**src/rtl/alu_pkg.sv**
```systemverilog
// Shared definitions for the ALU result stage: opcode encodings, flag bit
// positions and the packed flag register type.
package alu_pkg;

   localparam logic [2:0] ALU_ADD  = 3'd0;
   localparam logic [2:0] ALU_ADC  = 3'd1;
   localparam logic [2:0] ALU_SUB  = 3'd2;
   localparam logic [2:0] ALU_SBC  = 3'd3;
   localparam logic [2:0] ALU_AND  = 3'd4;
   localparam logic [2:0] ALU_OR   = 3'd5;
   localparam logic [2:0] ALU_XOR  = 3'd6;
   localparam logic [2:0] ALU_PASS = 3'd7;

   localparam int unsigned FLAG_C = 3;
   localparam int unsigned FLAG_Z = 2;
   localparam int unsigned FLAG_N = 1;
   localparam int unsigned FLAG_V = 0;

   // Field order matches FLAG_* indices: c is the MSB.
   typedef struct packed {
      logic c;
      logic z;
      logic n;
      logic v;
   } alu_flags_t;

endpackage

```
**src/rtl/alu_core.sv**
```systemverilog
// Combinational ALU core: computes the result and the candidate flags from the
// shifted LHS, the RHS, the opcode and the registered carry.
module alu_core
   import alu_pkg::*;
#(
   parameter int unsigned WIDTH = 8
) (
   input  logic [WIDTH-1:0] a_i,
   input  logic [WIDTH-1:0] b_i,
   input  logic [2:0]       op_i,
   input  logic             c_i,
   input  logic             lcarry_i,
   output logic [WIDTH-1:0] r_o,
   output alu_flags_t       flags_o
);

   logic [WIDTH-1:0] b_eff;
   logic             cin;
   logic [WIDTH:0]   sum;
   logic             c_new;
   logic             v_new;

   always_comb begin
      b_eff = ((op_i == ALU_SUB) || (op_i == ALU_SBC)) ? ~b_i : b_i;
      cin   = 1'b0;
      unique case (op_i)
         ALU_ADC, ALU_SBC: cin = c_i;
         ALU_SUB:          cin = 1'b1;
         default:          cin = 1'b0;
      endcase
      sum = {1'b0, a_i} + {1'b0, b_eff} + {{WIDTH{1'b0}}, cin};

      r_o   = '0;
      c_new = c_i;
      v_new = 1'b0;
      unique case (op_i)
         ALU_ADD, ALU_ADC, ALU_SUB, ALU_SBC: begin
            r_o   = sum[WIDTH-1:0];
            c_new = sum[WIDTH];
            v_new = (a_i[WIDTH-1] == b_eff[WIDTH-1]) && (r_o[WIDTH-1] != a_i[WIDTH-1]);
         end
         ALU_AND:  r_o = a_i & b_i;
         ALU_OR:   r_o = a_i | b_i;
         ALU_XOR:  r_o = a_i ^ b_i;
         ALU_PASS: begin
            r_o   = a_i;
            c_new = lcarry_i;
         end
         default:  r_o = '0;
      endcase

      flags_o   = '0;
      flags_o.c = c_new;
      flags_o.z = (r_o == '0);
      flags_o.n = r_o[WIDTH-1];
      flags_o.v = v_new;
   end

endmodule

```
**src/rtl/alu_result_stage.sv**
```systemverilog
// ALU result pipeline stage: registers the ALU result and owns the C/Z/N/V
// flag register, with Flush taking priority over Stall.
module alu_result_stage
   import alu_pkg::*;
#(
   parameter int unsigned WIDTH = 8
) (
   input  logic             AluClock,
   input  logic             nReset,
   input  logic [WIDTH-1:0] Shift,
   input  logic             LCarryOut,
   input  logic [WIDTH-1:0] RHS,
   input  logic [2:0]       AluOp,
   input  logic             FlagWrite,
   input  logic             InValid,
   input  logic             Stall,
   input  logic             Flush,
   output logic [WIDTH-1:0] Result,
   output logic             OutValid,
   output logic [3:0]       Flags,
   output logic             CarryFlag
);

   logic [WIDTH-1:0] result_q, result_d;
   logic             out_valid_q, out_valid_d;
   alu_flags_t       flags_q, flags_d;

   logic [WIDTH-1:0] core_r;
   alu_flags_t       core_flags;

   alu_core #(
      .WIDTH (WIDTH)
   ) u_core (
      .a_i      (Shift),
      .b_i      (RHS),
      .op_i     (AluOp),
      .c_i      (flags_q.c),
      .lcarry_i (LCarryOut),
      .r_o      (core_r),
      .flags_o  (core_flags)
   );

   always_comb begin
      result_d    = result_q;
      out_valid_d = out_valid_q;
      flags_d     = flags_q;
      if (Flush) begin
         out_valid_d = 1'b0;
      end else if (Stall) begin
         out_valid_d = out_valid_q;
      end else if (InValid) begin
         result_d    = core_r;
         out_valid_d = 1'b1;
         if (FlagWrite) begin
            flags_d = core_flags;
         end
      end else begin
         out_valid_d = 1'b0;
      end
   end

   always_ff @(posedge AluClock or negedge nReset) begin
      if (!nReset) begin
         result_q    <= '0;
         out_valid_q <= 1'b0;
         flags_q     <= '0;
      end else begin
         result_q    <= result_d;
         out_valid_q <= out_valid_d;
         flags_q     <= flags_d;
      end
   end

   assign Result    = result_q;
   assign OutValid  = out_valid_q;
   assign Flags     = flags_q;
   assign CarryFlag = flags_q.c;

endmodule

```
**config.mk**
```make
export PLATFORM = sky130hd
export DESIGN_NAME = alu_result_stage
export DESIGN_NICKNAME = d
export VERILOG_FILES = /design/src/rtl/alu_pkg.sv /design/src/rtl/alu_core.sv /design/src/rtl/alu_result_stage.sv
export SDC_FILE = /design/constraint.sdc
export NUM_CORES = 1
export LEC_CHECK = 0
export CORE_MARGIN = 4
export CORE_UTILIZATION = 49
export CTS_CLUSTER_SIZE = 8
export DETAILED_ROUTE_END_ITERATION = 10
export GPL_ROUTABILITY_DRIVEN = 1
export HOLD_SLACK_MARGIN = 0.1
export PLACE_DENSITY = 0.8
export SLEW_MARGIN = 30
export SYNTH_ARGS = -nofsm -noshare
export SYNTH_HDL_FRONTEND = slang
export SYNTH_SLANG_ARGS = --single-unit
```
**constraint.sdc**
```tcl
create_clock -name AluClock -period 3.1 [get_ports AluClock]
set_input_delay 0.465 -clock AluClock [delete_from_list [all_inputs] [get_ports AluClock]]
set_output_delay 0.465 -clock AluClock [all_outputs]
set_load 0.01 [all_outputs]
```
### After elaboration in Yosys (flattened, before gate mapping)

Index checks and enable logic that the tools add are counted.

| storage, ports and cells | value |
|---|---|
| output and inout bits | 14 |
| ROM bits | 0 |
| logic and storage cells | 42 |
| bits in registers | 13 |
| latch bits | 0 |
| memories | 0 |
| RAM bits | 0 |

| cells by class | value |
|---|---|
| shift-type cells | 0 |
| $add $sub $neg | 2 |
| bitwise gates (word level) | 6 |
| equality and inequality tests | 10 |
| magnitude comparators | 0 |
| mux-type cells | 8 |
| reduce and logical (&&, ||, !) cells | 10 |
| multiply operators | 0 |
| div/mod/pow operators | 0 |

Operators by type and width:

| operator | number |
|---|---|
| $pmux 8 s5 | 1 |
| $eq 3x3->1 const B | 4 |
| $add 8x8->9 | 1 |
| $add 9x1->9 | 1 |
| $and 8x8->8 | 1 |
| $logic_not 8->1 | 1 |
| $mux 8 | 1 |
| $not 8->8 | 1 |
| $or 8x8->8 | 1 |
| $xor 8x8->8 | 1 |
| $eq 3x2->1 const B | 2 |
| $reduce_and 5->1 | 1 |
| $mux 1 | 4 |
| $pmux 1 s2 | 2 |
| $reduce_and 4->1 | 1 |
| $reduce_or 4->1 | 1 |
| $eq 3x1->1 const B | 1 |
| $logic_not 3->1 | 1 |
| $reduce_and 3->1 | 1 |
| $ne 2x1->1 const B | 1 |
| $not 1->1 | 2 |
| $reduce_bool 2->1 | 1 |
| $reduce_or 2->1 | 1 |
| $eq 1x1->1 | 1 |
| 3 further kinds | 3 |

### Longest topological paths before layout

| depth | value |
|---|---|
| word-level depth | 8 |
| gate-level depth with buffers | 13 |
| gate-level depth less buffers | 12 |

### Modules after synthesis

Synthesis repeated with hierarchy kept, for this count alone.

| second synthesis, totals | value |
|---|---|
| cells, all modules | 165 |
| area total of the unflattened synthesis | 1,611.5 µm² |

By module, submodules not included:

| module | times used | cells each | area each (µm²) |
|---|---|---|---|
| alu_core | 1 | 135 | 1,094.8 |
| alu_result_stage | 1 | 30 | 516.7 |

### Least setup slack after synthesis

OpenSTA, ideal clock, no wires.

| path | value |
|---|---|
| path type | input -> register |
| from | in AluOp[1] |
| to | reg result_q[6] (netlist: Result[6]) |
| path slack | -0.104 ns |
| required time | 2.975 ns |
| arrival time | 3.079 ns |
| setup time | 0.125 ns |
| cell stages on the path | 13 |
| cells stage by stage | buf_6 > buf_2 > nand2_1 > xnor2_1 > fa_1 > inv_1 > fa_1 > a211oi_1 > o21bai_1 > a21oi_1 > xor2_1 > o21ai_1 > mux2_2 |

| on the way | value |
|---|---|
| word-level cells in the longest chain between the ends | 6 |
| elaborated cells on any way between the ends | 16 |

RTL lines:

| element | line | source |
|---|---|---|
| from (decl) | alu_result_stage.sv:13 | `input logic [2:0] AluOp,` |
| $eq 3x2->1 | alu_core.sv:24, alu_core.sv:26, alu_core.sv:36 |  |
| $logic_or 1x1->1 | alu_core.sv:24 | `b_eff = ((op_i == ALU_SUB) \|\| (op_i == ALU_SBC)) ? ~b_i : b_i;` |
| $mux 8 | alu_core.sv:24 |  |
| $add 8x8->9 | alu_core.sv:31 | `sum = {1'b0, a_i} + {1'b0, b_eff} + {{WIDTH{1'b0}}, cin};` |
| $add 9x1->9 | alu_core.sv:31 |  |
| $pmux 8 s5 * | alu_core.sv:36 | `unique case (op_i)` |
| to (signal assigned) | alu_result_stage.sv:68 | `result_q <= result_d;` |
| to (decl) | alu_result_stage.sv:24 | `logic [WIDTH-1:0] result_q, result_d;` |

Every way passes the cells marked *; elsewhere a longest branch is shown, timed or not.
A chain may end at the register's enable or synchronous reset.

### Worst setup path in the final report

| path | value |
|---|---|
| from | in AluOp[1] |
| to | reg flags_q (netlist bit Flags[2]) |

| on the way | value |
|---|---|
| word-level cells in the longest chain between the ends | 7 |
| elaborated cells on any way between the ends | 17 |

RTL lines:

| element | line | source |
|---|---|---|
| $eq 3x2->1 | alu_core.sv:24, alu_core.sv:26, alu_core.sv:36 |  |
| $logic_or 1x1->1 | alu_core.sv:24 |  |
| $mux 8 | alu_core.sv:24 |  |
| $add 8x8->9 | alu_core.sv:31 |  |
| $add 9x1->9 | alu_core.sv:31 |  |
| $pmux 8 s5 * | alu_core.sv:36 |  |
| $logic_not 8->1 * | alu_core.sv:54 | `flags_o.z = (r_o == '0);` |
| to (signal assigned) | alu_result_stage.sv:70 | `flags_q <= flags_d;` |
| to (decl) | alu_result_stage.sv:26 | `alu_flags_t flags_q, flags_d;` |

Marks and branches as above.

==> run_results.csv <==
group,metric,value,unit
synthesis,synth_area_leaders,"dfrtp_1 21%, ha_1 18%, mux4_2 8.6%",
global_routing,grt_pass1_vias,1435,
clock_tree,cts_tree,"done",
power_and_ir_drop,power.switching,0.260,mW
global_routing,grt_max_degree,18,
worst_hold_path,worstHoldEndpoint,"Result[3]",
timing,fin_skew,0.00183,ns
timing,relSlewSlack,63.2,%
global_routing,grtUsageTotal,18.9,%
drt,drtPass1Iterations,4,
clock_tree,cts.path.max_buffers,2,
clock_tree,cts_root_buf,"clkbuf_4",
synthesis,synthAdderAreaFrac,21.0,%
setup_path,ff2ff_path_depth,11,
synthesis,synth_top_family_by_area,"adder cells",
synthesis,yosys.area.top_type,"dfrtp_1",
worst_hold_path,hp-class,"reg -> reg",
clock_tree,clkTransAtPathRegs,0.07,ns
global_routing,grt-ovfl-total,0,
synthesis,synth_compound_area_share,15.4,%
power_and_ir_drop,powerDensity,348,nW/um^2
synthesis,syn_nets,224,
die,initial_utilization,51.2,%
timing,hold_viol,0,
timing,min_period,3.09,ns
synthesis,ys_types,42,
power_and_ir_drop,share_seq_of_total_power,30.5,%
drt,routedWlPerCell,14.4,um
drt,postRouteAntennaNets,0,
power_and_ir_drop,p_int,0.489,mW
global_routing,grt_pass1_wl,6400,um
power_and_ir_drop,switching_share,34.7,%
clock_tree,cts_buffers,3,
clock_tree,clk_latency,0.27,ns
finish,finalNetCount,274,
synthesis,synth_commonest_cells,"24 x nand2_1, 23 x ha_1, 23 x inv_1",
synthesis,synthCells,173,
setup_path,critPathLaunchType,"primary input",
placed_design,dp_cells,261,
finish,fill_cells,256,
timing,finalHoldWorstSlack,0.480,ns
drt,viasPerCell,5.37,
clock_tree,postCtsHoldBufs,0,
finish,drive_above_1_share,18.5,%
synthesis,synth.top_cell.area_share,20.8,%
die,die_x,64.5,um
worst_hold_path,hold_start,"Result[3]",
synthesis,synth.avg_cell_area,9.04,sq um
finish,n_antenna_cell,0,
synthesis,synth-edff-count,0,
die,design.core.area,3050,sq um
timing,worst-slew-pin-transition,0.551,ns
synthesis,synth-simple-area-share,12.9,%
power_and_ir_drop,comb_power_share,56.1,%
synthesis,yosys_warnings,0,
placed_design,place_hpwl,3090,um
setup_path,r2r_slack,0.30,ns
power_and_ir_drop,leakage,0.977,nW
timing,rsz0062_at_grt,"true",
synthesis,syn-cell-area,1560,sq um
timing,clock.fmax,324,MHz
setup_path,rr_endpoint,"Flags[2]",
synthesis,synth-xor-area-share,6.72,%
setup_path,critPathMaxFanout,7,
setup_path,worstSetupEndpointType,"flop",
placed_design,portBuffers,39,
finish,fin_util,70.5,%
placed_design,postPlaceCellArea,2060,sq um
synthesis,ys_ff_latch,13,
drt,routed_wl,3820,um
clock_tree,cts_max_level,1,
power_and_ir_drop,pwr-share-clk,13.4,%
clock_tree,cts_num_sinks,13,
setup_path,r2r_start,"CarryFlag",
setup_path,worstPathArrival,3.28,ns
status,outcome,"completed",
placed_design,gp_congestion,0.830,
die,die_area,4160,sq um
synthesis,yosys_most_used_dff,"dfrtp_1",
die,num_rows,20,
setup_path,path_class,"in -> reg",
synthesis,ys_seq_area_share,20.8,%
timing,period_share,99.7,%
drt,dr.first_iter.drc_count,49,
drt,drt_drc_violations_left,0,
flow_run,timing.max_cap.violations,0,
setup_path,cp-startpoint,"AluOp[1]",
synthesis,muxShareOfSynthArea,15.0,%
worst_hold_path,whs_path_depth,2,
global_routing,antenna_found_initial,0,
finish,synthToLayoutAreaGrowth,37.6,%
timing,finalSetupViolCount,0,
synthesis,synth.most_common_cell,"nand2_1",
die,die_height,64.5,um
synthesis,ys_async_sr_fraction,100,%
finish,fin_cells,266,
finish,final_area,2150,sq um
power_and_ir_drop,ir_worst_vdd,0.129,mV
timing,slew_violations,0,
drt,vias,1429,
setup_path,cp.required,3.29,ns
die,boundaryPins,40,
layer usage:
metal	share of wire (%)	vias to the layer above	track usage, %	routed length (um)
met2	52	53	34.9	1970
li1	-	694	-	-
met3	5.4	12	1.91	208
met5	0	-	0	0
met1	40	670	22.7	1530
met4	2.9	0	6.07	112
metrics by stage:
step | power, mW | setup WS (ns) | TNS [ns]
floorplan | 0.438 | 0.0133 | 0
global route | 0.798 | -0.0771 | -0.154
detailed placement | 0.624 | -0.312 | -1.45
CTS | 0.727 | 0.0360 | 0
global placement | 0.606 | -0.217 | -0.836
finish | 0.748 | 0.0106 | 0
critical path, stage by stage:
cell	delay [ns]
clkdlybuf4s50_1	0.57
nand2_2	0.11
buf_4	0.20
xnor2_2	0.22
ha_1	0.27
nor2b_1	0.14
o31a_1	0.27
a41oi_1	0.31
xor2_1	0.25
buf_4	0.16
o2111ai_2	0.12
o31ai_2	0.19
layout make-up:
type	instances	area (sq um)	area share (%)
clock buffer	4	26.3	1.22
inverter	24	90.1	4.19
multi-input combinational	129	1170	54.2
sequential	13	325	15.1
tap	44	55.1	2.56
timing repair buffer	52	488	22.7
logic make-up after synthesis:
logic type,count (synthesis)
adder cells (fa/ha/maj),25
AND/OR/NAND/NOR,42
multiplexers,15
flip-flops,13
XOR/XNOR,12
AO/OA/AOI/OAI,35
buffers and inverters,31
timing repair:
action | CTS | global route
resized for setup | 1 | 9
setup endpoints to repair | 2 | 5
endpoints found under the hold margin | 0 | 0
pin swaps | 0 | 5
setup buffers | 0 | 1
layout by cell type, fill, tap and decap left out, types with 2 or more instances in the layout:
master,instances
o21ai_0,7
inv_1,23
clkdlybuf4s50_1,39
a21oi_1,6
nor2_1,4
nand2_1,23
o21ai_1,2
nand2b_1,3
dfrtp_1,13
ha_1,23
mux2_2,6
o211ai_1,2
a221oi_1,2
xnor2_1,7
buf_4,13
xor2_1,3
mux4_2,6
nor3_1,2
clkbuf_4,3
nor2b_1,4
o31a_1,2
xnor2_2,2
o21a_1,4
fa_2,2
power groups by stage:
stage | Combinational (mW) | Sequential [mW] | Clock (mW)
floorplan | 0.192 | 0.246 | 0
global placement | 0.377 | 0.229 | 0
detailed placement | 0.392 | 0.232 | 0
CTS | 0.396 | 0.228 | 0.103
global route | 0.458 | 0.234 | 0.106
finish | 0.420 | 0.228 | 0.100
state kept, by name (all words and copies together), names as in the netlist:
| register | flops |
|---|---|
| Flags | 3 |
| CarryFlag | 1 |
| OutValid | 1 |
| Result | 8 |
worst max path at each step:
stage                           end  cells after the start
after global routing       Flags[2]                     12
after global placement    Result[6]                     12
final                      Flags[2]                     12
after detailed placement  Result[6]                     12
after floorplan           Result[6]                     13
after CTS                  Flags[1]                     11
(Power assumes the default switching activity.)
